[src/rtl/mix_column_seq_if.sv]
// Column request/result and multiplier handshake bundle for mix_column_seq.
// The slave modport is the engine's view; master is the surrounding datapath / multiplier side.
interface mix_column_seq_if;
   logic        start;
   logic [31:0] col_in;
   logic        inverse;
   logic        busy;
   logic        done;
   logic [31:0] col_out;
   logic        mul_valid;
   logic [7:0]  mul_data;
   logic [3:0]  mul_coef;
   logic        mul_done;
   logic [7:0]  mul_result;

   modport master (
      output start, col_in, inverse, mul_done, mul_result,
      input  busy, done, col_out, mul_valid, mul_data, mul_coef
   );

   modport slave (
      input  start, col_in, inverse, mul_done, mul_result,
      output busy, done, col_out, mul_valid, mul_data, mul_coef
   );
endinterface

[src/rtl/mix_column_seq.sv]
// Sequential AES MixColumns over one column via an external serial GF(2^8) multiplier; MIX_INV_EN adds InvMixColumns.
// Latency 1+16*(D+1) cycles from start to done; stalls on mul_done only, start ignored unless idle.
module mix_column_seq (
   input  logic            clk,
   input  logic            rst_n,
   mix_column_seq_if.slave bus
);

   typedef enum logic [1:0] {IDLE, ISSUE, WAIT, DONE} state_t;

   state_t      state_q, state_d;
   logic [31:0] s_q, s_d;
   logic [31:0] acc_q, acc_d;
   logic [31:0] col_out_q, col_out_d;
   logic [3:0]  idx_q, idx_d;
   logic        busy_q, busy_d;
   logic        done_q, done_d;
   logic        mul_valid_q, mul_valid_d;
   logic [7:0]  mul_data_q, mul_data_d;
   logic [3:0]  mul_coef_q, mul_coef_d;

   logic [31:0] src_col;
   logic [3:0]  nxt_idx;
   logic [1:0]  coef_k;
   logic [7:0]  issue_data;
   logic [3:0]  issue_coef;

`ifdef MIX_INV_EN
   logic        inv_q, inv_d;
   logic        inv_sel;
`else
   logic        unused_inverse;
   assign unused_inverse = bus.inverse;
`endif

   function automatic logic [7:0] byte_of(input logic [31:0] col, input logic [1:0] c);
      logic [7:0] b;
      case (c)
         2'd0:    b = col[31:24];
         2'd1:    b = col[23:16];
         2'd2:    b = col[15:8];
         default: b = col[7:0];
      endcase
      return b;
   endfunction

   function automatic logic [31:0] acc_xor(input logic [31:0] acc, input logic [1:0] r,
                                           input logic [7:0] b);
      logic [31:0] a;
      case (r)
         2'd0:    a = acc ^ {b, 24'h0};
         2'd1:    a = acc ^ {8'h0, b, 16'h0};
         2'd2:    a = acc ^ {16'h0, b, 8'h0};
         default: a = acc ^ {24'h0, b};
      endcase
      return a;
   endfunction

   function automatic logic [3:0] fwd_coef(input logic [1:0] k);
      logic [3:0] c;
      case (k)
         2'd0:    c = 4'h2;
         2'd1:    c = 4'h3;
         default: c = 4'h1;
      endcase
      return c;
   endfunction

`ifdef MIX_INV_EN
   function automatic logic [3:0] inv_coef(input logic [1:0] k);
      logic [3:0] c;
      case (k)
         2'd0:    c = 4'he;
         2'd1:    c = 4'hb;
         2'd2:    c = 4'hd;
         default: c = 4'h9;
      endcase
      return c;
   endfunction
`endif

   always_comb begin
      // Operands of the next product: product 0 comes straight from the request,
      // later ones from the latched column.
      src_col    = (state_q == IDLE) ? bus.col_in : s_q;
      nxt_idx    = (state_q == IDLE) ? 4'd0 : idx_q + 4'd1;
      coef_k     = nxt_idx[1:0] - nxt_idx[3:2];
      issue_data = byte_of(src_col, nxt_idx[1:0]);
`ifdef MIX_INV_EN
      inv_sel    = (state_q == IDLE) ? bus.inverse : inv_q;
      issue_coef = inv_sel ? inv_coef(coef_k) : fwd_coef(coef_k);
      inv_d      = inv_q;
`else
      issue_coef = fwd_coef(coef_k);
`endif

      state_d     = state_q;
      s_d         = s_q;
      acc_d       = acc_q;
      col_out_d   = col_out_q;
      idx_d       = idx_q;
      mul_valid_d = 1'b0;
      mul_data_d  = mul_data_q;
      mul_coef_d  = mul_coef_q;

      case (state_q)
         IDLE: begin
            if (bus.start) begin
               s_d         = bus.col_in;
               acc_d       = 32'h0;
               idx_d       = 4'd0;
`ifdef MIX_INV_EN
               inv_d       = bus.inverse;
`endif
               mul_valid_d = 1'b1;
               mul_data_d  = issue_data;
               mul_coef_d  = issue_coef;
               state_d     = ISSUE;
            end
         end
         ISSUE: state_d = WAIT;
         WAIT: begin
            if (bus.mul_done) begin
               acc_d = acc_xor(acc_q, idx_q[3:2], bus.mul_result);
               if (idx_q == 4'd15) begin
                  col_out_d = acc_d;
                  state_d   = DONE;
               end else begin
                  idx_d       = nxt_idx;
                  mul_valid_d = 1'b1;
                  mul_data_d  = issue_data;
                  mul_coef_d  = issue_coef;
                  state_d     = ISSUE;
               end
            end
         end
         DONE:    state_d = IDLE;
         default: state_d = IDLE;
      endcase

      busy_d = (state_d != IDLE);
      done_d = (state_d == DONE);
   end

   always_ff @(posedge clk or negedge rst_n) begin
      if (!rst_n) begin
         state_q     <= IDLE;
         s_q         <= 32'h0;
         acc_q       <= 32'h0;
         col_out_q   <= 32'h0;
         idx_q       <= 4'd0;
         busy_q      <= 1'b0;
         done_q      <= 1'b0;
         mul_valid_q <= 1'b0;
         mul_data_q  <= 8'h0;
         mul_coef_q  <= 4'h0;
`ifdef MIX_INV_EN
         inv_q       <= 1'b0;
`endif
      end else begin
         state_q     <= state_d;
         s_q         <= s_d;
         acc_q       <= acc_d;
         col_out_q   <= col_out_d;
         idx_q       <= idx_d;
         busy_q      <= busy_d;
         done_q      <= done_d;
         mul_valid_q <= mul_valid_d;
         mul_data_q  <= mul_data_d;
         mul_coef_q  <= mul_coef_d;
`ifdef MIX_INV_EN
         inv_q       <= inv_d;
`endif
      end
   end

   assign bus.busy      = busy_q;
   assign bus.done      = done_q;
   assign bus.col_out   = col_out_q;
   assign bus.mul_valid = mul_valid_q;
   assign bus.mul_data  = mul_data_q;
   assign bus.mul_coef  = mul_coef_q;

endmodule

[src/flat_wrapper.sv]
// flat-port wrapper written by rule: the top's interface ports become plain ports
module mix_column_seq_flat 
  (clk, rst_n, bus_start, bus_col_in, bus_inverse, bus_mul_done, bus_mul_result, bus_busy, bus_done, bus_col_out, bus_mul_valid, bus_mul_data, bus_mul_coef);
  mix_column_seq_if bus_i ();
  input  logic clk;
  input  logic rst_n;
  input wire logic [$bits(bus_i.start)-1:0] bus_start;
  input wire logic [$bits(bus_i.col_in)-1:0] bus_col_in;
  input wire logic [$bits(bus_i.inverse)-1:0] bus_inverse;
  input wire logic [$bits(bus_i.mul_done)-1:0] bus_mul_done;
  input wire logic [$bits(bus_i.mul_result)-1:0] bus_mul_result;
  output wire logic [$bits(bus_i.busy)-1:0] bus_busy;
  output wire logic [$bits(bus_i.done)-1:0] bus_done;
  output wire logic [$bits(bus_i.col_out)-1:0] bus_col_out;
  output wire logic [$bits(bus_i.mul_valid)-1:0] bus_mul_valid;
  output wire logic [$bits(bus_i.mul_data)-1:0] bus_mul_data;
  output wire logic [$bits(bus_i.mul_coef)-1:0] bus_mul_coef;
  assign bus_i.start = bus_start;
  assign bus_i.col_in = bus_col_in;
  assign bus_i.inverse = bus_inverse;
  assign bus_i.mul_done = bus_mul_done;
  assign bus_i.mul_result = bus_mul_result;
  assign bus_busy = bus_i.busy;
  assign bus_done = bus_i.done;
  assign bus_col_out = bus_i.col_out;
  assign bus_mul_valid = bus_i.mul_valid;
  assign bus_mul_data = bus_i.mul_data;
  assign bus_mul_coef = bus_i.mul_coef;
  mix_column_seq u_core (.clk(clk), .rst_n(rst_n), .bus(bus_i));
endmodule
[config.mk]
export PLATFORM = sky130hd
export DESIGN_NAME = mix_column_seq_flat
export DESIGN_NICKNAME = d
export VERILOG_FILES = /design/src/rtl/mix_column_seq_if.sv /design/src/rtl/mix_column_seq.sv /design/src/flat_wrapper.sv
export SDC_FILE = /design/constraint.sdc
export NUM_CORES = 1
export LEC_CHECK = 0
export CORE_AREA = 2 2 120 122
export CTS_CLUSTER_DIAMETER = 80
export CTS_CLUSTER_SIZE = 8
export DETAILED_ROUTE_END_ITERATION = 6
export DIE_AREA = 0 0 122 124
export DONT_BUFFER_PORTS = 1
export GPL_TIMING_DRIVEN = 0
export MAX_ROUTING_LAYER = met4
export PLACE_DENSITY_LB_ADDON = 0.12
export REMOVE_ABC_BUFFERS = 1
export SYNTH_ARGS = -nofsm -noshare
export SYNTH_HDL_FRONTEND = slang
export SYNTH_SLANG_ARGS = --single-unit
export TNS_END_PERCENT = 30
[constraint.sdc]
create_clock -name clk -period 2.5 [get_ports clk]
set_clock_uncertainty 0.05 [all_clocks]
set_input_delay 0.5 -clock clk [delete_from_list [all_inputs] [get_ports clk]]
set_output_delay 0.5 -clock clk [all_outputs]
set_load 0.02 [all_outputs]
==> flow_metrics.py <==
metrics = {
    "floorplan": {
        "core_um2": 13720,
        "die-height_um": 124,
        "initial_core_util_pct": 39.51,
        "fp.dieArea_um2": 15130,
        "ioPinCount": 92,
        "num_rows": 43,
        "chipWidth_um": 122,
    },
    "cts": {
        "clk_pin_slew_ps": 50,
        "clock-sinks": 115,
        "clkLatencyLatePin_ps": 410,
        "cts_max_level": 4,
        "clock_tree.root_cell": "clkbuf_16",
        "clk_path_buf_depth": 2,
        "numCtsBuffers": 17,
        "cts_tree": "done",
    },
    "global_route": {
        "grt_pass1_wl_mm": 19.99,
        "grt.total_usage_pct": 17.55,
        "grt_start_max_net_pins": 116,
        "grt-ovfl-total": 0,
        "grt_pass1_vias": 3948,
        "antenna_found_initial": 0,
    },
    "route": {
        "wl_per_cell_um": 15.76,
        "ant_nets": 0,
        "drtIter0Drc": 310,
        "wirelength_mm": 11.69,
        "vias": 3848,
        "drc": 0,
        "first_pass_iters": 4,
        "via_per_inst": 5.186,
    },
    "final_layout": {
        "fin_nets": 598,
        "nFillCells": 1339,
        "post-route-util_pct": 44.26,
        "drive_gt1_share_pct": 9.964,
        "syn_to_final_growth_pct": 12.03,
        "stdcell_count": 742,
        "antenna_cells": 0,
    },
    "worst_setup_path": {
        "crit_path_end_kind": "register",
        "r2r_cells": 5,
        "cp_data_required_time_ps": 2780,
        "path_class": "reg2reg",
        "critical_path_arrival_ps": 2600,
        "r2r-end": "u_core.bus.mul_data[1]",
        "slowest_stage": "ha_1",
        "cp_slowest_stage_delay_ps": 630,
        "cp-start-kind": "register",
        "r2r_slack_ps": 180,
        "cp_max_fo": 20,
        "r2r-start": "u_core.idx_q[0]",
        "crit_chain": "ha_1, o21bai_1, o22ai_1, a31o_2, a21oi_1",
    },
    "sta": {
        "worst_hold_slack_ps": -261.7,
        "finalHoldViolations": 115,
        "slew_violations": 0,
        "setup_tns_ps": 0,
        "relSlewSlack_pct": 13.02,
        "min_period_ps": 2319,
        "maxClockFrequency_ghz": 0.4312,
        "timing.final.crit_share_pct": 92.77,
        "setup_viol": 0,
        "worstMarginPinSlew_ps": 1302,
        "rsz0062_at_grt": "true",
    },
    "yosys": {
        "netlist-cell-type-count": 43,
        "yosys_warnings": 0,
        "ys_seq_elements": 115,
        "seq_area_frac_synth_pct": 53.09,
        "syn_avg_cell_area_um2": 9.410,
        "synthCells": 576,
        "syn_area_um2": 5420,
    },
    "power": {
        "p_leak_nw": 2.761,
        "power.density_nw_per_um2": 1138,
        "ir_drop_uv": 549.3,
    },
    "placement": {
        "dp_hpwl_mm": 7.333,
        "routabilityCongestion": 0.7109,
        "dpl.cell_count": 712,
        "io_buffers": 0,
    },
    "min_path": {
        "hp-class": "in2async",
    },
    "flow_run": {
        "cap_violations": 0,
    },
    "run_status": {
        "violations": "hold timing",
        "status": "complete, but fails checks",
    },
}
## cells in the final DEF, fill, tap and decap left out, types with 3 or more instances in the layout
cell,count
clkbuf_8,3
a21oi_1,44
o22ai_1,7
o31ai_1,29
dfrtp_1,114
mux2_2,9
clkbuf_16,17
xor2_1,29
nand3_1,5
nand2_1,162
a31o_2,7
mux2i_1,6
o21ai_0,64
o21ai_1,4
clkbuf_1,5
nor2_1,13
inv_1,3
xnor2_1,3
bufinv_16,3
## cells by family after synthesis
family	Yosys count	share of synthesized area [%]
AO/OA/AOI/OAI	161	17.34
adder cells (fa/ha/maj)	2	0.4616
flip-flops	115	53.09
buffers and inverters	53	5.078
AND/OR/NAND/NOR	194	14.70
XOR/XNOR	32	5.171
other	1	0.06919
multiplexers	18	4.086
## cells in the mapped netlist, drive strengths merged
cell type | count | area, µm²
conb | 1 | 3.750
a31o | 7 | 61.31
o31ai | 29 | 217.7
clkbuf | 18 | 73.82
or2 | 2 | 12.51
dfrtp | 115 | 2878
a211oi | 1 | 7.510
buf | 31 | 186.4
xor2 | 29 | 254.0
o21ai | 68 | 340.3
xnor2 | 3 | 26.28
a21o | 1 | 7.510
and2 | 2 | 12.52
nand3 | 6 | 42.54
and3b | 1 | 8.760
nand3b | 1 | 7.510
inv | 4 | 15.01
nand2 | 162 | 608.1
ha | 2 | 25.02
mux2 | 10 | 116.4
mux2i | 6 | 60.06
a21oi | 45 | 236.5
mux4 | 2 | 45.04
o22ai | 7 | 43.79
nand2b | 1 | 6.260
nor3b | 1 | 18.77
nor2 | 14 | 55.06
a41oi | 1 | 8.760
or3 | 1 | 6.260
o21bai | 1 | 7.510
o2bb2ai | 1 | 8.760
nor2b | 3 | 18.77
## state kept, by name, summed over array words and instances, names as in the netlist
register              count
u_core.bus.mul_data       8
u_core.bus.busy           1
u_core.bus.col_out       32
u_core.bus.mul_valid      1
u_core.idx_q              4
u_core.s_q               32
u_core.bus.mul_coef       2
u_core.bus.done           1
u_core.acc_q             32
u_core.state_q            2
## layer usage
| metal | wire length [µm] | vias to the layer above | global-route usage, % |
|---|---|---|---|
| met1 | 5422 | 1848 | 22.33 |
| met2 | 5314 | 89 | 26.26 |
| met5 | 0 | - | - |
| met4 | 178 | 0 | 5.891 |
| li1 | - | 1895 | - |
| met3 | 776 | 16 | 6.090 |
## metrics by stage
stage | area, µm² | power, mW | worst slack, ps
after detailed placement | 5474 | 4.529 | -205.4
after CTS | 6062 | 6.991 | 14.54
after global placement | 5389 | 4.415 | -713.4
final | 6072 | 6.909 | 180.8
after global routing | 6072 | 7.393 | -22.26
after floorplan | 5164 | 4.002 | 37.49
## worst max-delay path: cells and delay by family (launching register included)
family,cells,cell delay (ps)
AO/OA/AOI/OAI,4,940
adder cells (fa/ha/maj),1,630
flip-flops,1,610
## power breakdown
part / switching [mW] / total [mW] / internal (mW)
logic: 0.969 / 1.71 / 0.746
registers: 0.460 / 2.77 / 2.31
clock network: 0.793 / 2.42 / 1.63
## worst max path at each step
stage	from	endpoint	slack, ps	cells after the start
finish	u_core.idx_q[0]	u_core.bus.mul_data[1]	180	5
global route	u_core.state_q[0]	u_core.bus.col_out[21]	-20	3
CTS	u_core.state_q[0]	u_core.bus.busy	10	4
detailed placement	u_core.idx_q[0]	u_core.bus.col_out[21]	-210	3
global placement	u_core.state_q[0]	u_core.idx_q[0]	-710	3
floorplan	u_core.state_q[0]	u_core.idx_q[0]	40	3
## cell type report
cell class	count	area (µm²)	area share, %
clock inverters	5	100.1	1.648
well taps	180	225.2	3.709
repair buffers	4	85.08	1.401
flip-flops and latches	115	2882	47.46
multi-input cells	409	2280	37.54
inverters	4	15.01	0.2473
clock buffers	25	485.5	7.995
## what timing repair did
action,4_1_cts,5_1_grt
gates resized for setup,2,3
pin swaps,0,0
setup buffers,0,0
endpoints found under the setup margin,42,45
gates cloned,0,0
endpoints found under the hold margin,115,115
Note: power is estimated with default switching activity, not from simulation.
